--- src/rtl/lane_obstacle_gen_pkg.sv ---
// Shared playfield geometry and scan-pixel payload for the lane obstacle generator.
package lane_obstacle_gen_pkg;

    localparam int unsigned COORD_W      = 10;
    localparam int unsigned PF_X_LEFT    = 32;
    localparam int unsigned PF_X_RIGHT   = 608;
    localparam int unsigned PF_LANE_Y0   = 260;
    localparam int unsigned PF_FROG_SIZE = 28;

    // Registered obstacle pixel together with the scan position it belongs to.
    typedef struct packed {
        logic               on;
        logic [COORD_W-1:0] x;
        logic [COORD_W-1:0] y;
    } scan_pix_t;

    // Inclusive range test on coordinates widened by one bit to absorb lo + size overflow.
    function automatic logic in_span(input logic [COORD_W:0] v,
                                     input logic [COORD_W:0] lo,
                                     input logic [COORD_W:0] hi);
        return (v >= lo) && (v <= hi);
    endfunction

endpackage

--- src/rtl/lane_obstacle_gen_lane_offset.sv ---
// One lane's scroll offset: moves by +/-spd per enabled frame tick, wrapping within [0, SPACING).
module lane_offset
    import lane_obstacle_gen_pkg::*;
#(
    parameter int unsigned SPACING = 192,
    parameter int unsigned SPD_W   = 3,
    parameter int unsigned OFF_W   = 8
) (
    input  logic             clk,
    input  logic             reset,
    input  logic             refresh_tick,
    input  logic             enable,
    input  logic [SPD_W-1:0] spd,
    input  logic             dir,
    output logic [OFF_W-1:0] off
);

    localparam int unsigned          SW   = OFF_W + 2;
    localparam logic signed [SW-1:0] SPAN = SW'(SPACING);

    logic [OFF_W-1:0]     off_q, off_d;
    logic signed [SW-1:0] step_c, sum_c;

    // Signed step then a single-sided correction back into [0, SPACING).
    always_comb begin
        off_d  = off_q;
        step_c = $signed(SW'(spd));
        if (!dir) begin
            step_c = -step_c;
        end
        sum_c = $signed(SW'(off_q)) + step_c;
        if (sum_c[SW-1]) begin
            sum_c = sum_c + SPAN;
        end else if (sum_c >= SPAN) begin
            sum_c = sum_c - SPAN;
        end
        if (refresh_tick && enable) begin
            off_d = OFF_W'(sum_c);
        end
    end

    always_ff @(posedge clk or negedge reset) begin
        if (!reset) begin
            off_q <= '0;
        end else begin
            off_q <= off_d;
        end
    end

    assign off = off_q;

endmodule

--- src/rtl/lane_obstacle_gen.sv ---
// Scrolling lane obstacle renderer with frame-level frog collision detection.
module lane_obstacle_gen
    import lane_obstacle_gen_pkg::*;
#(
    parameter int unsigned NUM_LANES = 5,
    parameter int unsigned LANE_Y0   = PF_LANE_Y0,
    parameter int unsigned LANE_H    = 32,
    parameter int unsigned X_LEFT    = PF_X_LEFT,
    parameter int unsigned X_RIGHT   = PF_X_RIGHT,
    parameter int unsigned SPACING   = 192,
    parameter int unsigned OBJ_W     = 64,
    parameter int unsigned SPD_W     = 3,
    parameter int unsigned FROG_SIZE = PF_FROG_SIZE
) (
    input  logic                         clk,
    input  logic                         reset,
    input  logic                         refresh_tick,
    input  logic                         enable,
    input  logic [COORD_W-1:0]           x,
    input  logic [COORD_W-1:0]           y,
    input  logic                         video_on,
    input  logic [NUM_LANES*SPD_W-1:0]   lane_speed,
    input  logic [NUM_LANES-1:0]         lane_dir,
    input  logic [COORD_W-1:0]           frog_l,
    input  logic [COORD_W-1:0]           frog_t,
    output logic                         obj_on,
    output logic [$clog2(NUM_LANES)-1:0] obj_lane,
    output logic                         hit,
    output logic [$clog2(NUM_LANES)-1:0] hit_lane
);

    localparam int unsigned        LANE_W = $clog2(NUM_LANES);
    localparam int unsigned        OFF_W  = $clog2(SPACING);
    localparam logic [COORD_W-1:0] XL     = COORD_W'(X_LEFT);
    localparam logic [COORD_W-1:0] XR     = COORD_W'(X_RIGHT);
    localparam logic [OFF_W-1:0]   PH_MAX = OFF_W'(SPACING - 1);
    localparam logic [OFF_W-1:0]   OBJ_WV = OFF_W'(OBJ_W);
    localparam logic [COORD_W:0]   FROG_E = (COORD_W+1)'(FROG_SIZE - 1);

    logic [OFF_W-1:0] off_w [NUM_LANES];

    for (genvar gi = 0; gi < NUM_LANES; gi++) begin : g_lane
        lane_offset #(
            .SPACING (SPACING),
            .SPD_W   (SPD_W),
            .OFF_W   (OFF_W)
        ) u_off (
            .clk          (clk),
            .reset        (reset),
            .refresh_tick (refresh_tick),
            .enable       (enable),
            .spd          (lane_speed[gi*SPD_W +: SPD_W]),
            .dir          (lane_dir[gi]),
            .off          (off_w[gi])
        );
    end

    logic              lane_act_c;
    logic [LANE_W-1:0] lane_idx_c;
    logic [OFF_W-1:0]  lane_off_c;

    // Lanes are disjoint bands of rows, so at most one matches.
    always_comb begin
        lane_act_c = 1'b0;
        lane_idx_c = '0;
        lane_off_c = '0;
        for (int unsigned i = 0; i < NUM_LANES; i++) begin
            if ((32'(y) >= LANE_Y0 + i*LANE_H) && (32'(y) < LANE_Y0 + (i+1)*LANE_H)) begin
                lane_act_c = 1'b1;
                lane_idx_c = LANE_W'(i);
                lane_off_c = off_w[i];
            end
        end
    end

    logic [OFF_W-1:0]  phase_q, phase_d, phase_c, load_c;
    scan_pix_t         pix_q, pix_d;
    logic [LANE_W-1:0] obj_lane_q, obj_lane_d;

    // Column phase replaces the modulo: seeded at the left edge, then counts one per pixel.
    always_comb begin
        load_c     = (lane_off_c == '0) ? '0 : OFF_W'(SPACING) - lane_off_c;
        phase_c    = (x == XL) ? load_c : phase_q;
        phase_d    = (phase_c == PH_MAX) ? '0 : phase_c + OFF_W'(1);
        pix_d.on   = video_on && lane_act_c && (x >= XL) && (x < XR) && (phase_c < OBJ_WV);
        pix_d.x    = x;
        pix_d.y    = y;
        obj_lane_d = lane_idx_c;
    end

    logic              latch_q, latch_d;
    logic              hit_q, hit_d;
    logic [LANE_W-1:0] hit_lane_q, hit_lane_d;
    logic              overlap_c;

    // An overlap seen on the tick cycle belongs to the frame that starts with that tick.
    always_comb begin
        overlap_c  = pix_q.on
                  && in_span({1'b0, pix_q.x}, {1'b0, frog_l}, {1'b0, frog_l} + FROG_E)
                  && in_span({1'b0, pix_q.y}, {1'b0, frog_t}, {1'b0, frog_t} + FROG_E);
        latch_d    = latch_q;
        hit_d      = 1'b0;
        hit_lane_d = hit_lane_q;
        if (refresh_tick) begin
            hit_d   = latch_q;
            latch_d = overlap_c;
        end else if (overlap_c) begin
            latch_d = 1'b1;
        end
        if (overlap_c && (refresh_tick || !latch_q)) begin
            hit_lane_d = obj_lane_q;
        end
    end

    always_ff @(posedge clk or negedge reset) begin
        if (!reset) begin
            phase_q    <= '0;
            pix_q      <= '0;
            obj_lane_q <= '0;
            latch_q    <= 1'b0;
            hit_q      <= 1'b0;
            hit_lane_q <= '0;
        end else begin
            phase_q    <= phase_d;
            pix_q      <= pix_d;
            obj_lane_q <= obj_lane_d;
            latch_q    <= latch_d;
            hit_q      <= hit_d;
            hit_lane_q <= hit_lane_d;
        end
    end

    assign obj_on   = pix_q.on;
    assign obj_lane = obj_lane_q;
    assign hit      = hit_q;
    assign hit_lane = hit_lane_q;

endmodule

--- config.mk ---
export PLATFORM = sky130hd
export DESIGN_NAME = lane_obstacle_gen
export DESIGN_NICKNAME = d
export VERILOG_FILES = /design/src/rtl/lane_obstacle_gen_pkg.sv /design/src/rtl/lane_obstacle_gen_lane_offset.sv /design/src/rtl/lane_obstacle_gen.sv
export SDC_FILE = /design/constraint.sdc
export NUM_CORES = 1
export LEC_CHECK = 0
export ABC_CLOCK_PERIOD_IN_PS = 7200
export BUFFER_PORTS_ARGS = -buffer_cell sky130_fd_sc_hd__buf_2
export CORE_MARGIN = 8
export CORE_UTILIZATION = 65
export CTS_CLUSTER_DIAMETER = 200
export CTS_CLUSTER_SIZE = 40
export DETAILED_ROUTE_END_ITERATION = 8
export PLACE_DENSITY_LB_ADDON = 0.15
export SLEW_MARGIN = 30
export SYNTH_ARGS = -nofsm -noshare
export SYNTH_HDL_FRONTEND = slang
export SYNTH_HIERARCHICAL = 1
export SYNTH_SLANG_ARGS = --single-unit
export TNS_END_PERCENT = 100
--- constraint.sdc ---
create_clock -name clk -period 7.2 [get_ports clk]
set_input_delay 1.44 -clock clk [delete_from_list [all_inputs] [get_ports clk]]
set_output_delay 1.44 -clock clk [all_outputs]
set_load 0.05 [all_outputs]
# [Word-level counts from Yosys, hierarchy flattened]
# Cells that the tools add are included.
[totals] register_bits=77 in_bits=65 output_inout_bits=8 word_cells=115
[classes] n_addsub=24 n_lt_le_gt_ge=22 eq_ne=2 mux=35 n_reduce_logical=19
[op_table] cell="$mux W8" count=18
[op_table] cell="$ge A10 B9 Y1 const B" count=10
[op_table] cell="$add A9 B10 Y10" count=5
[op_table] cell="$lt A10 B9 Y1 const B" count=5
[op_table] cell="$mux W10" count=5
[op_table] cell="$neg A3 Y10" count=5
[op_table] cell="$add A8 B7 Y8 const B" count=5
[op_table] cell="$sub A8 B7 Y8 const B" count=5
[op_table] cell="$add A10 B5 Y11 const B" count=2
[op_table] cell="$le A10 B11 Y1" count=2
[op_table] cell="$ge A10 B10 Y1" count=2
[op_table] cell="$logic_and A1 B1 Y1" count=15
[op_table] cell="$eq A10 B6 Y1 const B" count=1
[op_table] cell="$ge A10 B6 Y1 const B" count=1
[op_table] cell="$lt A10 B10 Y1 const B" count=1
[op_table] cell="$mux W1" count=9
[op_table] cell="$mux W3" count=3
[op_table] cell="$add A8 B1 Y8 const B" count=1
[op_table] cell="$eq A8 B8 Y1 const B" count=1
[op_table] cell="$logic_not A8 Y1" count=1
[op_table] cell="$lt A8 B7 Y1 const B" count=1
[op_table] cell="$sub A8 B8 Y8 const A" count=1
[op_table] cell="$reduce_bool A2 Y1" count=1
[op_table] cell="$logic_not A1 Y1" count=1
[op_table] cell="$logic_or A1 B1 Y1" count=1

# [Logic depth before layout (Yosys ltp)]
# Gate-level depths: netlist (run 1).
[depth] ltp_word=12 depth_mapped=19 depth_no_buf=17

# [Cells and area by module]
# Netlist (run 1), hierarchy kept.
[modules_own_cells] mod="lane_obstacle_gen" n_inst=1 cells_each=369 area_per_inst_um2=3390.8 seq_area_each_um2=925.9
[modules_own_cells] mod="lane_offset (g_lane[0].u_off ...)" n_inst=3 cells_each=87 area_per_inst_um2=804.5 seq_area_each_um2=200.2
[modules_own_cells] mod="lane_offset (g_lane[4].u_off)" n_inst=1 cells_each=93 area_per_inst_um2=842.1 seq_area_each_um2=200.2
[modules_own_cells] mod="lane_offset (g_lane[1].u_off)" n_inst=1 cells_each=96 area_per_inst_um2=840.8 seq_area_each_um2=200.2

# [Worst setup path before layout (run 1)]
# OpenSTA, ideal clock, no wires.
[synth_path] kind="input to register" start="input port y[5]" end="register phase_q[3]" setup_time_ns=0.128 arrival_ns=4.469 required_ns=7.072 slack_ns=2.603 cell_stages=16 path_buffers=1 cell_sequence="or4_1 -> buf_6 -> o22ai_1 -> and3_1 -> o32ai_1 -> ha_1 -> and3_1 -> and3_2 -> a211oi_1 -> ha_1 -> inv_1 -> a31oi_1 -> nand4_1 -> nor2_2 -> and3_4 -> nor3_2"
[synth_via] elab_chain_len=12 word_cells_on_any_way=27 classes_between="2 x add/sub; 10 x order compare; 1 x eq/ne; 8 x mux; 6 x reduce/logical"
[synth_rtl] item="from (decl)" line="lane_obstacle_gen.sv:20" rtl="input logic [COORD_W-1:0] y,"
[synth_rtl] item="$ge A10 B9 Y1 / $lt A10 B9 Y1 (equally long branches)" line="lane_obstacle_gen.sv:68" rtl="if ((32'(y) >= LANE_Y0 + i*LANE_H) && (32'(y) < LANE_Y0 + (i+1)*LANE_H)) begin"
[synth_rtl] item="$logic_and A1 B1 Y1" line="lane_obstacle_gen.sv:68"
[synth_rtl] item="$mux W8 (4 in series)" line="lane_obstacle_gen.sv:68"
[synth_rtl] item="$mux W8 *" line="lane_obstacle_gen.sv:68"
[synth_rtl] item="$sub A8 B8 Y8 / $logic_not A8 Y1 (equally long branches)" line="lane_obstacle_gen.sv:82" rtl="load_c = (lane_off_c == '0) ? '0 : OFF_W'(SPACING) - lane_off_c;"
[synth_rtl] item="$mux W8 *" line="lane_obstacle_gen.sv:82"
[synth_rtl] item="$mux W8 *" line="lane_obstacle_gen.sv:83" rtl="phase_c = (x == XL) ? load_c : phase_q;"
[synth_rtl] item="$add A8 B1 Y8 / $eq A8 B8 Y1 (equally long branches)" line="lane_obstacle_gen.sv:84" rtl="phase_d = (phase_c == PH_MAX) ? '0 : phase_c + OFF_W'(1);"
[synth_rtl] item="$mux W8 *" line="lane_obstacle_gen.sv:84"
[synth_rtl] item="named net phase_d[3]" line="lane_obstacle_gen.sv:76" rtl="logic [OFF_W-1:0] phase_q, phase_d, phase_c, load_c;"
[synth_rtl] item="to (signal assigned)" line="lane_obstacle_gen.sv:124" rtl="phase_q <= phase_d;"
[synth_rtl] item="to (decl)" line="lane_obstacle_gen.sv:76"
# Mark *: on every way through the listed nets, which the timed path passes. The rest lies on a longest branch.
# A chain may end at the register's enable or synchronous reset.

# [Worst setup path after layout (run 1)]
# Same ends and word-level chain as after synthesis.

==> results of run 1 <==
[final cells by class]
cell class	instances	area, µm²
Sequential cell	77	1930
Fill cell	830	3050
Clock inverter	4	95.1
Multi-Input combinational cell	666	5230
Tap cell	143	179
Clock buffer	12	246
Inverter	61	229
Timing Repair Buffer	72	367
[registers in the layout, summed over array words and instances (netlist names)]
signal and flops:
hit_lane 3, pix_q 20, obj_lane 3, hit 1, phase_q 8, obj_on 1
g_lane.u_off/off 40, latch_q 1
[final timing paths]
path	start	endpoint	slack, ns	depth (start not counted)
max	y[5]	phase_q[3]	2.10	16
min	latch_q	hit	0.49	1
max reg2reg	g_lane[0].u_off/off[0]	phase_q[3]	3.83	15
min reg2reg	latch_q	hit	0.49	1
max in group asynchronous	reset	pix_q[4]	5.58	1
min in group asynchronous	reset	g_lane[3].u_off/off[7]	1.12	1
[cells by family after synthesis]
| kind of cell | after synthesis |
|---|---|
| simple gates | 242 |
| compound gates | 235 |
| flops | 77 |
| fa+ha+maj | 104 |
| buf+inv | 76 |
| xor+xnor | 53 |
| mux | 32 |
[per-layer routing]
layer,routed length [µm],GRT usage [%]
met1,7810,30.4
met2,8740,41.5
met3,1010,3.56
met4,465,9.86
met5,0,0
[worst max-delay path, delay by kind of cell]
| kind | cells | cell delay, ns |
|---|---|---|
| AOI/OAI and AO/OA | 3 | 0.75 |
| adders and majority gates | 2 | 0.58 |
| buffers and inverters | 2 | 0.20 |
| and+or+nand+nor | 9 | 2.34 |
[power by group through the flow]
stage               clock (mW)  sequential [mW]  combinational (mW)
floorplan                    0            0.658                1.20
global placement             0            0.728                1.40
detailed placement           0            0.732                1.47
CTS                      0.530            0.724                1.49
global route             0.547            0.740                1.68
finish                   0.523            0.726                1.50
[layout by cell type, fill, tap and decap left out, types with 7 or more instances in the layout]
cell	instances
ha_1	99
nand3_1	19
o21a_1	14
o22ai_1	9
nand4_1	13
clkbuf_16	9
a211o_1	8
xor2_1	22
o211a_1	9
xnor2_1	31
a31oi_1	11
inv_1	60
nor4_1	12
buf_2	71
and3_1	7
nand2b_1	19
a21o_1	7
o21ai_0	34
mux2_2	17
o211ai_1	8
o21ai_1	19
a21oi_1	36
nor3_1	15
dfrtp_1	77
and2_1	9
nand2_1	53
a211oi_1	12
nor2_1	49
[stage by stage]
step	total power, mW	instance area, µm²	std cells	setup WS, ns
floorplan	1.86	7490	819	2.60
global placement	2.13	7930	1019	1.97
detailed placement	2.20	7930	1019	1.85
CTS	2.74	8270	1035	2.18
global route	2.96	8270	1035	1.68
finish	2.75	8270	1035	2.10
==> metrics, run 1 <==
status finished, final reports clean; global-route wire length before repair approximately 30000 µm; clk_lat worst skew 0.34 ns; Synth Area in Compound Gates roughly a quarter; Pins Over Slew Limit 0; ys flop type dfrtp_1; Post-Synthesis Cells 819; IO Count 73; Pwr Density 332 nW/µm²; Post-Synth Simple-Gate Area 17.7%; Die ar. 15200 µm²; clock sink count 77; top cell type's share of synthesized area between 20% and 30%; worst-margin pin slew 0.735 ns; Reg clk slew, reported paths about 0.06 ns; crit path capture type flop; Initial Util 66.1%; Leakage 3.93 nW; die height 123 µm; share of layout cells above drive strength 1 between 10% and 20%; Slew headroom between 50% and 60%; largest family of logic cells by synthesized area compound AO/OA/AOI/OAI gates; vias in the first global route about 6.4k; max-cap violations 0; Yosys cell types 97; vias per inst 6.29; Clock Skew 0.00839 ns; CP max-delay cell or4_1; Req. time, crit path 7.41 ns; initial antenna violation count 0; RePlAce Congestion 0.947; post-detail-place hpwl around 15000 µm; Clk pwr share 19.0%; Post-synth EDFFs 0; area grow syn2layout 10.5%; hold_buf cts 0; number of buffers created by CTS 9; max incr delay on CP 0.69 ns; count leader, synth ha_1; remaining antenna violation count 0; Synth area leaders dfrtp_1 26%, ha_1 17%, xnor2_1 3.6%, inv_1 3.0%, nand2_1 2.7%; final hold vios 0; Worst Hold Class reg -> reg; H-tree levels 3; Post-synth ARST share 100%; Comb pwr share 54.5%; DR iter-0 viols 389; Max clock buf depth 2; CTS tree built; Adder-Cell Fraction of Synth Area 17.9%; most frequent cells after synthesis 99 x ha_1, 77 x dfrtp_1, 60 x inv_1, 53 x nand2_1, 49 x nor2_1; Setup Total Neg Slack 0 ns; final core utilization approximately three quarters; Seq cells post-synth 77; multiplexer share of the synthesized area around 4.8%; xor/xnor share of the synthesized area 6.20%; Flop pwr share a little over a quarter; Root Buffer clkbuf_16; Arr. time, crit path 5.31 ns; WS Path Type in -> reg; drt total wl 18000 µm; Fmax achieved ~200 MHz; Fin Hold WS 0.488 ns; Worst Path Max Fanout 9; Final Setup Violations 0; Yosys Warn Count 6; total track usage 24.4%; largest area contributor in the netlist dfrtp_1; PostCTS Resize Cnt 0; unrepaired setup endpoints after global routing no; CORE AREA 11300 µm²; nets roughly 1.1k; period utilisation layout 70.8%; DR vias 6515; largest net degree at the start of global routing between 70 and 80; post-synthesis sequential area ratio 25.7%; switching fraction of total power about 42%; FP Rows 39; Post-CTS Setup Bufs 0; crit path time final 5.10 ns; cell mode on critical path ha_1; syn_nets 988; Wirelength per Cell 17.4 µm; synthesized cell area 7490 µm²; PortBufs a little over 70; cell internal pwr 1.58 mW; VDD IR max 0.259 mV; GRT Residual Overflow 0; DR pass1 iterations 5; Cell Chain, Critical Path buf_2 -> or4_1 -> nand3_4 -> or2_0 -> o32ai_1 -> ha_1 -> and3_1 -> and3_2 -> a211oi_1 -> ha_1 -> inv_1 -> a31oi_1 -> nand4_1 -> nor2_2 -> and3_4 -> nor3_2; Avg Inst Size Synth 9.14 µm²; sw power 1.17 mW; DIE WIDTH 123 µm; DRC errors left 0; startpoint types primary input; # diodes 0
Power figures use the tool's default switching activity.
==> inputs of run 2 (changes only) <==
--- a/config.mk
+++ b/config.mk
@@ -5,10 +5,10 @@
 export SDC_FILE = /design/constraint.sdc
 export NUM_CORES = 1
 export LEC_CHECK = 0
-export ABC_CLOCK_PERIOD_IN_PS = 7200
+export ABC_CLOCK_PERIOD_IN_PS = 5300
 export BUFFER_PORTS_ARGS = -buffer_cell sky130_fd_sc_hd__buf_2
 export CORE_MARGIN = 8
-export CORE_UTILIZATION = 65
+export CORE_UTILIZATION = 61
 export CTS_CLUSTER_DIAMETER = 200
 export CTS_CLUSTER_SIZE = 40
 export DETAILED_ROUTE_END_ITERATION = 8
==> constraint.sdc (replaced) <==
create_clock -name clk -period 5.3 [get_ports clk]
set_input_delay 1.06 -clock clk [delete_from_list [all_inputs] [get_ports clk]]
set_output_delay 1.06 -clock clk [all_outputs]
set_load 0.05 [all_outputs]
==> metrics, run 2 (synthesized netlist as in run 1, its figures left out) <==
Slew headroom 49.8% (was 50.5%); share of layout cells above drive strength 1 17.7% (was 17.6%); DR vias 6469 (was 6515); vias per inst 6.23 (was 6.29); area grow syn2layout 9.91% (was 10.5%); Clock Skew 0.00884 ns (was 0.00839 ns); post-detail-place hpwl 14700 µm (was 14500 µm); remaining antenna violation count 0 (unchanged); unrepaired setup endpoints after global routing no (unchanged); status finished, final reports clean (unchanged); Initial Util 62.3% (was 66.1%); clk_lat worst skew 0.34 ns (about the same); Post-CTS Setup Bufs 0 (unchanged); Worst Path Max Fanout 9 (unchanged); number of buffers created by CTS 9 (unchanged); DRC errors left 0 (unchanged); Max clock buf depth 2 (unchanged); PostCTS Resize Cnt 0 (unchanged); Pins Over Slew Limit 0 (unchanged); crit path capture type flop (unchanged); # diodes 0 (unchanged); die height 127 µm (was 123 µm); max-cap violations 0 (unchanged); final hold vios 0 (unchanged); CTS tree built (unchanged); Die ar. 16100 µm² (was 15200 µm²); Final Setup Violations 0 (unchanged); PortBufs 72 (unchanged); Leakage 3.91 nW (was 3.93 nW); global-route wire length before repair 31400 µm (was 29900 µm); DP Area 7930 µm² (about the same); Worst Hold Class reg -> reg (unchanged); Arr. time, crit path 4.93 ns (was 5.31 ns); Fmax achieved 212 MHz; Pwr Density 443 nW/µm² (was 332 nW/µm²); Fill cells 962 (was 830); CP max-delay cell or4_1 (unchanged); Setup Total Neg Slack 0 ns (unchanged); hold_buf cts 0 (unchanged); worst-margin pin slew 0.746 ns (was 0.735 ns); Final Cell Area 8230 µm² (was 8270 µm²); vias in the first global route 6647 (was 6412); GRT Residual Overflow 0 (unchanged); crit path time final 4.72 ns; initial antenna violation count 0 (unchanged); H-tree levels 3 (unchanged); commonest non-fill, non-tap cell in the layout ha_1 (unchanged); VDD IR max 0.365 mV (was 0.259 mV); drt total wl 18100 µm (was 18000 µm); clock sink count 77 (unchanged); period utilisation layout 89.0%; DIE WIDTH 127 µm (was 123 µm); WS Path Type in -> reg (unchanged); IO Count 73 (unchanged); nets 1056 (unchanged); FP Rows 40 (was 39); Wirelength per Cell 17.4 µm (about the same); Req. time, crit path 5.51 ns (was 7.41 ns); DR iter-0 viols 417 (was 389); max reg flops 40 (unchanged); final core utilization 68.5% (was 73.1%); CORE AREA 12000 µm² (was 11300 µm²); total track usage 23.3% (was 24.4%); largest net degree at the start of global routing 78 (unchanged); DR pass1 iterations 5 (unchanged); Root Buffer clkbuf_16 (unchanged); most frequent cells in the layout 99 x ha_1, 77 x dfrtp_1, 71 x buf_2, 60 x inv_1, 53 x nand2_1 (unchanged); Fin Hold WS 0.486 ns (was 0.488 ns); max incr delay on CP 0.70 ns (was 0.69 ns); startpoint types primary input (unchanged); cell mode on critical path ha_1 (unchanged); Cell Chain, Critical Path buf_2 -> or4_1 -> nand3_4 -> or2_0 -> o32ai_1 -> ha_1 -> and3_1 -> and3_2 -> a211oi_1 -> ha_1 -> inv_1 -> a31oi_1 -> nand4_1 -> nor2_2 -> and3_4 -> nor3_2 (unchanged); Reg clk slew, reported paths 0.06 ns (about the same); RePlAce Congestion 0.973 (was 0.947)
[run 2: cell count changes in the layout (fill, tap and decap cells not counted)]
cell / before / now
bufinv_16: 3 / 1
clkinvlp_4: 0 / 2
clkbuf_1: 2 / 1
clkbuf_8: 1 / 0
clkinv_2: 1 / 2
clkinv_4: 0 / 1
[run 2: power by group]
| group | switching (mW) | leakage, nW | internal (mW) |
|---|---|---|---|
| Combinational | 1.14 | 2.82 | 0.908 |
| Sequential | 0.220 | 0.944 | 0.769 |
| Clock | 0.242 | 0.138 | 0.364 |
[run 2: path summary, 6_finish.rpt]
kind                                   startpoint                      to  slack, ns  cells past startpoint
max                                          y[5]              phase_q[3]       0.58                     16
max in group asynchronous                   reset                pix_q[6]       4.04                      1
max reg2reg                g_lane[0].u_off/off[0]              phase_q[3]       1.98                     15
min reg2reg                               latch_q                     hit       0.49                      1
min in group asynchronous                   reset  g_lane[2].u_off/off[6]       0.73                      1
min                                       latch_q                     hit       0.49                      1
[run 2: final cells by class]
type | instances | area [µm²] | share of cell area, %
Inverter | 61 | 229 | 2.78
Multi-Input combinational cell | 666 | 5230 | 63.6
Tap cell | 147 | 184 | 2.24
Timing Repair Buffer | 72 | 367 | 4.45
Clock buffer | 10 | 229 | 2.78
Clock inverter | 6 | 63.8 | 0.775
Sequential cell | 77 | 1930 | 23.4
[run 2: stage by stage]
| step | total power [mW] | worst slack, ns | std cells |
|---|---|---|---|
| floorplan | 2.52 | 1.08 | 819 |
| global placement | 2.89 | 0.446 | 1023 |
| detailed placement | 3.00 | 0.305 | 1023 |
| CTS | 3.63 | 0.629 | 1039 |
| global route | 3.95 | 0.351 | 1039 |
| finish | 3.64 | 0.581 | 1039 |
[run 2: routing by layer]
metal	GRT usage, %	routed length [µm]
met1	29.5	8260
met2	40.4	8690
met3	3.39	832
met4	6.86	338
met5	0	0
[run 2: critical path, delay by kind of cell]
| kind | cells | cell delay (ns) |
|---|---|---|
| AND/OR/NAND/NOR | 9 | 2.34 |
| AO/OA/AOI/OAI | 3 | 0.78 |
| buffers and inverters | 2 | 0.19 |
| adder cells (fa/ha/maj) | 2 | 0.56 |
==> inputs of run 3 (changes only) <==
--- a/config.mk
+++ b/config.mk
@@ -5,10 +5,11 @@
 export SDC_FILE = /design/constraint.sdc
 export NUM_CORES = 1
 export LEC_CHECK = 0
+export ABC_AREA = 1
 export ABC_CLOCK_PERIOD_IN_PS = 5300
 export BUFFER_PORTS_ARGS = -buffer_cell sky130_fd_sc_hd__buf_2
 export CORE_MARGIN = 8
-export CORE_UTILIZATION = 61
+export CORE_UTILIZATION = 62
 export CTS_CLUSTER_DIAMETER = 200
 export CTS_CLUSTER_SIZE = 40
 export DETAILED_ROUTE_END_ITERATION = 8
==> metrics, run 3 <==
Synth area leaders dfrtp_1 24%, nand2_1 17%, ha_1 16%, inv_1 7.8%, nand3_1 6.1% (was dfrtp_1 26%, ha_1 17%, xnor2_1 3.6%, inv_1 3.0%, nand2_1 2.7%); Die ar. 16800 µm² (was 16100 µm²); Critical Path End phase_q[3] (unchanged); Wirelength per Cell 12.7 µm (was 17.4 µm); Arr. time, crit path 3.82 ns (was 4.93 ns); Initial Util 63.3% (was 62.3%); ys flop type dfrtp_1 (unchanged); crit path launch y[8] (was y[5]); most frequent cells in the layout 354 x nand2_1, 165 x inv_1, 99 x ha_1, 97 x nand3_1, 77 x dfrtp_1 (was 99 x ha_1, 77 x dfrtp_1, 71 x buf_2, 60 x inv_1, 53 x nand2_1); largest area contributor in the netlist dfrtp_1 (unchanged); vias in the first global route 7079 (was 6647); synthesized cell area 7980 µm² (was 7490 µm²); VDD IR max 0.252 mV (was 0.365 mV); Fill cells 1105 (was 962); Final Setup Violations 0 (unchanged); clk_lat worst skew 0.34 ns (about the same); syn_nets 1319 (was 988); worst-margin pin slew 0.687 ns (was 0.746 ns); xor/xnor share of the synthesized area 4.17% (was 6.20%); post-detail-place hpwl 14700 µm (about the same); Post-synth EDFFs 0 (unchanged); DP Area 8510 µm² (was 7930 µm²); register area 1930 µm² (unchanged); commonest non-fill, non-tap cell in the layout nand2_1 (was ha_1); max-cap violations 0 (unchanged); max reg flops 40 (unchanged); total track usage 22.3% (was 23.3%); RePlAce Congestion 0.879 (was 0.973); Clk pwr share 17.8% (was 16.6%); cell internal pwr 2.02 mW (was 2.04 mW); initial antenna violation count 0 (unchanged); Post-Synthesis Cells 1150 (was 819); remaining antenna violation count 0 (unchanged); top cell type's share of synthesized area 24.1% (was 25.7%); Comb pwr share 56.7% (was 56.2%); Yosys cell types 40 (was 97); Adder-Cell Fraction of Synth Area 16.8% (was 17.9%); DR vias 7370 (was 6469); Setup Total Neg Slack 0 ns (unchanged); Pins Over Slew Limit 0 (unchanged); Overall Power 3.73 mW (was 3.64 mW); IO Count 73 (unchanged); hold_buf cts 0 (unchanged); DR WL met2 8330 µm (was 8690 µm); global-route wire length before repair 30900 µm (was 31400 µm); switching fraction of total power 45.7% (was 44.0%); Clock Skew 0.00534 ns (was 0.00884 ns); nets 1397 (was 1056); Fmax achieved 278 MHz (was 212 MHz); H-tree levels 3 (unchanged); clock sink count 77 (unchanged); Synth Area in Compound Gates 7.88% (was 23.3%); DR pass1 iterations 5 (unchanged); Worst Hold Class reg -> reg (unchanged); DIE WIDTH 129 µm (was 127 µm); Post-synth ARST share 100% (unchanged); Worst R2R Path Depth 17 (was 15); DRC errors left 0 (unchanged); crit path capture type flop (unchanged); Avg Inst Size Synth 6.94 µm² (was 9.14 µm²); crit path time final 3.60 ns (was 4.72 ns); largest net degree at the start of global routing 78 (unchanged); Slew headroom 54.2% (was 49.8%); Root Buffer clkbuf_16 (unchanged); sw power 1.71 mW (was 1.60 mW); number of buffers created by CTS 9 (unchanged); Final Cell Area 8840 µm² (was 8230 µm²); footprint of the multi-input gates 5340 µm² (was 5230 µm²); count leader, synth nand2_1 (was ha_1); # diodes 0 (unchanged); Yosys Warn Count 6 (unchanged); CORE AREA 12600 µm² (was 12000 µm²); PostCTS Resize Cnt 0 (unchanged); area grow syn2layout 10.7% (was 9.91%); Post-CTS Setup Bufs 0 (unchanged); CTS tree built (unchanged); largest family of logic cells by synthesized area simple AND/OR/NAND/NOR gates (was compound AO/OA/AOI/OAI gates); Max clock buf depth 2 (unchanged); routed wl met3 941 µm (was 832 µm); WS Path Type in -> reg (unchanged); post-synthesis sequential area ratio 24.1% (was 25.7%); PortBufs 72 (unchanged); startpoint types primary input (unchanged); Pwr Density 422 nW/µm² (was 443 nW/µm²); Seq cells post-synth 77 (unchanged); share of layout cells above drive strength 1 16.2% (was 17.7%); wire length on met1 8110 µm (was 8260 µm); drt total wl 17800 µm (was 18100 µm); Highest Signal Layer met4 (unchanged); Leakage 5.02 nW (was 3.91 nW); Worst Path Max Fanout 9 (unchanged); Flop pwr share 25.5% (was 27.1%); period utilisation layout 68.0% (was 89.0%); vias per inst 5.25 (was 6.23); die height 129 µm (was 127 µm); FP Rows 41 (was 40); Reg clk slew, reported paths 0.05 ns (was 0.06 ns); final hold vios 0 (unchanged); status finished, final reports clean (unchanged); unrepaired setup endpoints after global routing no (unchanged); multiplexer share of the synthesized area 0% (was 4.83%); Req. time, crit path 5.52 ns (was 5.51 ns); most frequent cells after synthesis 354 x nand2_1, 165 x inv_1, 99 x ha_1, 97 x nand3_1, 77 x dfrtp_1 (was 99 x ha_1, 77 x dfrtp_1, 60 x inv_1, 53 x nand2_1, 49 x nor2_1); DR iter-0 viols 410 (was 417); Worst R2R End phase_q[3] (unchanged); GRT Residual Overflow 0 (unchanged); register-to-register setup slack 2.80 ns (was 1.98 ns); reg-to-reg startpoint g_lane[1].u_off/off[1] (was g_lane[0].u_off/off[0]); Post-Synth Simple-Gate Area 38.1% (was 17.7%)
run 3: cell count changes after synthesis, moves of 15 or more:
cell / change
mux2_2: -17
nor2_2: +15
nor2_4: +15
nand2_1: +301
inv_1: +105
o21ai_1: -17
nand2b_1: -19
nor2_1: +18
xnor2_1: -15
nand3_1: +78
nand2_2: +43
run 3: area by class of cell:
type                            instances  share of cell area, %
Clock inverter                          3                  0.765
Multi-Input combinational cell        893                   60.5
Clock buffer                           13                   2.94
Inverter                              175                   7.43
Sequential cell                        77                   21.8
Tap cell                              172                   2.44
Timing Repair Buffer                   72                   4.15
run 3: how the worst min path moves through the flow:
stage	slack [ns]	start	depth (start not counted)	to
2_1_floorplan	0.43	latch_q	2	hit
3_3_place_gp	0.44	latch_q	2	hit
3_5_place_dp	0.46	latch_q	2	hit
4_1_cts	0.47	latch_q	2	hit
5_1_grt	0.48	hit_lane[0]	2	hit_lane[0]
6_report	0.46	latch_q	2	hit
run 3: kinds of logic after synthesis:
logic type / after synthesis
XOR/XNOR: 38
buffers and inverters: 180
adder cells (fa/ha/maj): 104
AND/OR/NAND/NOR: 648
flip-flops: 77
AO/OA/AOI/OAI: 103
run 3: critical path: stages:
cell and delay [ns]:
buf_2 0.15, a21oi_2 0.32, inv_2 0.11, a21oi_4 0.23
nand3_1 0.11, nand2_1 0.07, nor2_1 0.05, nor2_2 0.12
nor2_4 0.06, ha_1 0.20, nand3_1 0.15, nor2_4 0.06
nand3_4 0.09, nand3b_1 0.09, nand2_1 0.11, ha_1 0.19
inv_1 0.05, nor2_1 0.17, nand4_1 0.16, nor2_2 0.19
nor2_1 0.07
run 3: layer usage:
metal / track usage, % / vias to the layer above
met4: 8.06 / 0
met3: 3.20 / 31
li1: - / 3862
met5: 0 / -
met1: 27.9 / 3347
met2: 38.4 / 130
run 3: stage by stage:
step | utilization [%] | hold slack, ns | cells | worst slack, ns
after floorplan | - | 0.431 | 1150 | 1.86
after global placement | 67.4 | 0.443 | 1389 | 1.44
after detailed placement | 67.4 | 0.457 | 1389 | 1.34
after CTS | 70.0 | 0.469 | 1405 | 1.70
after global routing | 70.0 | 0.483 | 1405 | 1.38
final | 70.0 | 0.461 | 1405 | 1.70
run 3: power groups by stage:
| stage | Sequential (mW) | Combinational [mW] | Clock [mW] |
|---|---|---|---|
| floorplan | 0.894 | 1.72 | 0 |
| global placement | 0.953 | 2.05 | 0 |
| detailed placement | 0.956 | 2.10 | 0 |
| CTS | 0.949 | 2.12 | 0.675 |
| global route | 0.975 | 2.46 | 0.696 |
| finish | 0.952 | 2.11 | 0.666 |
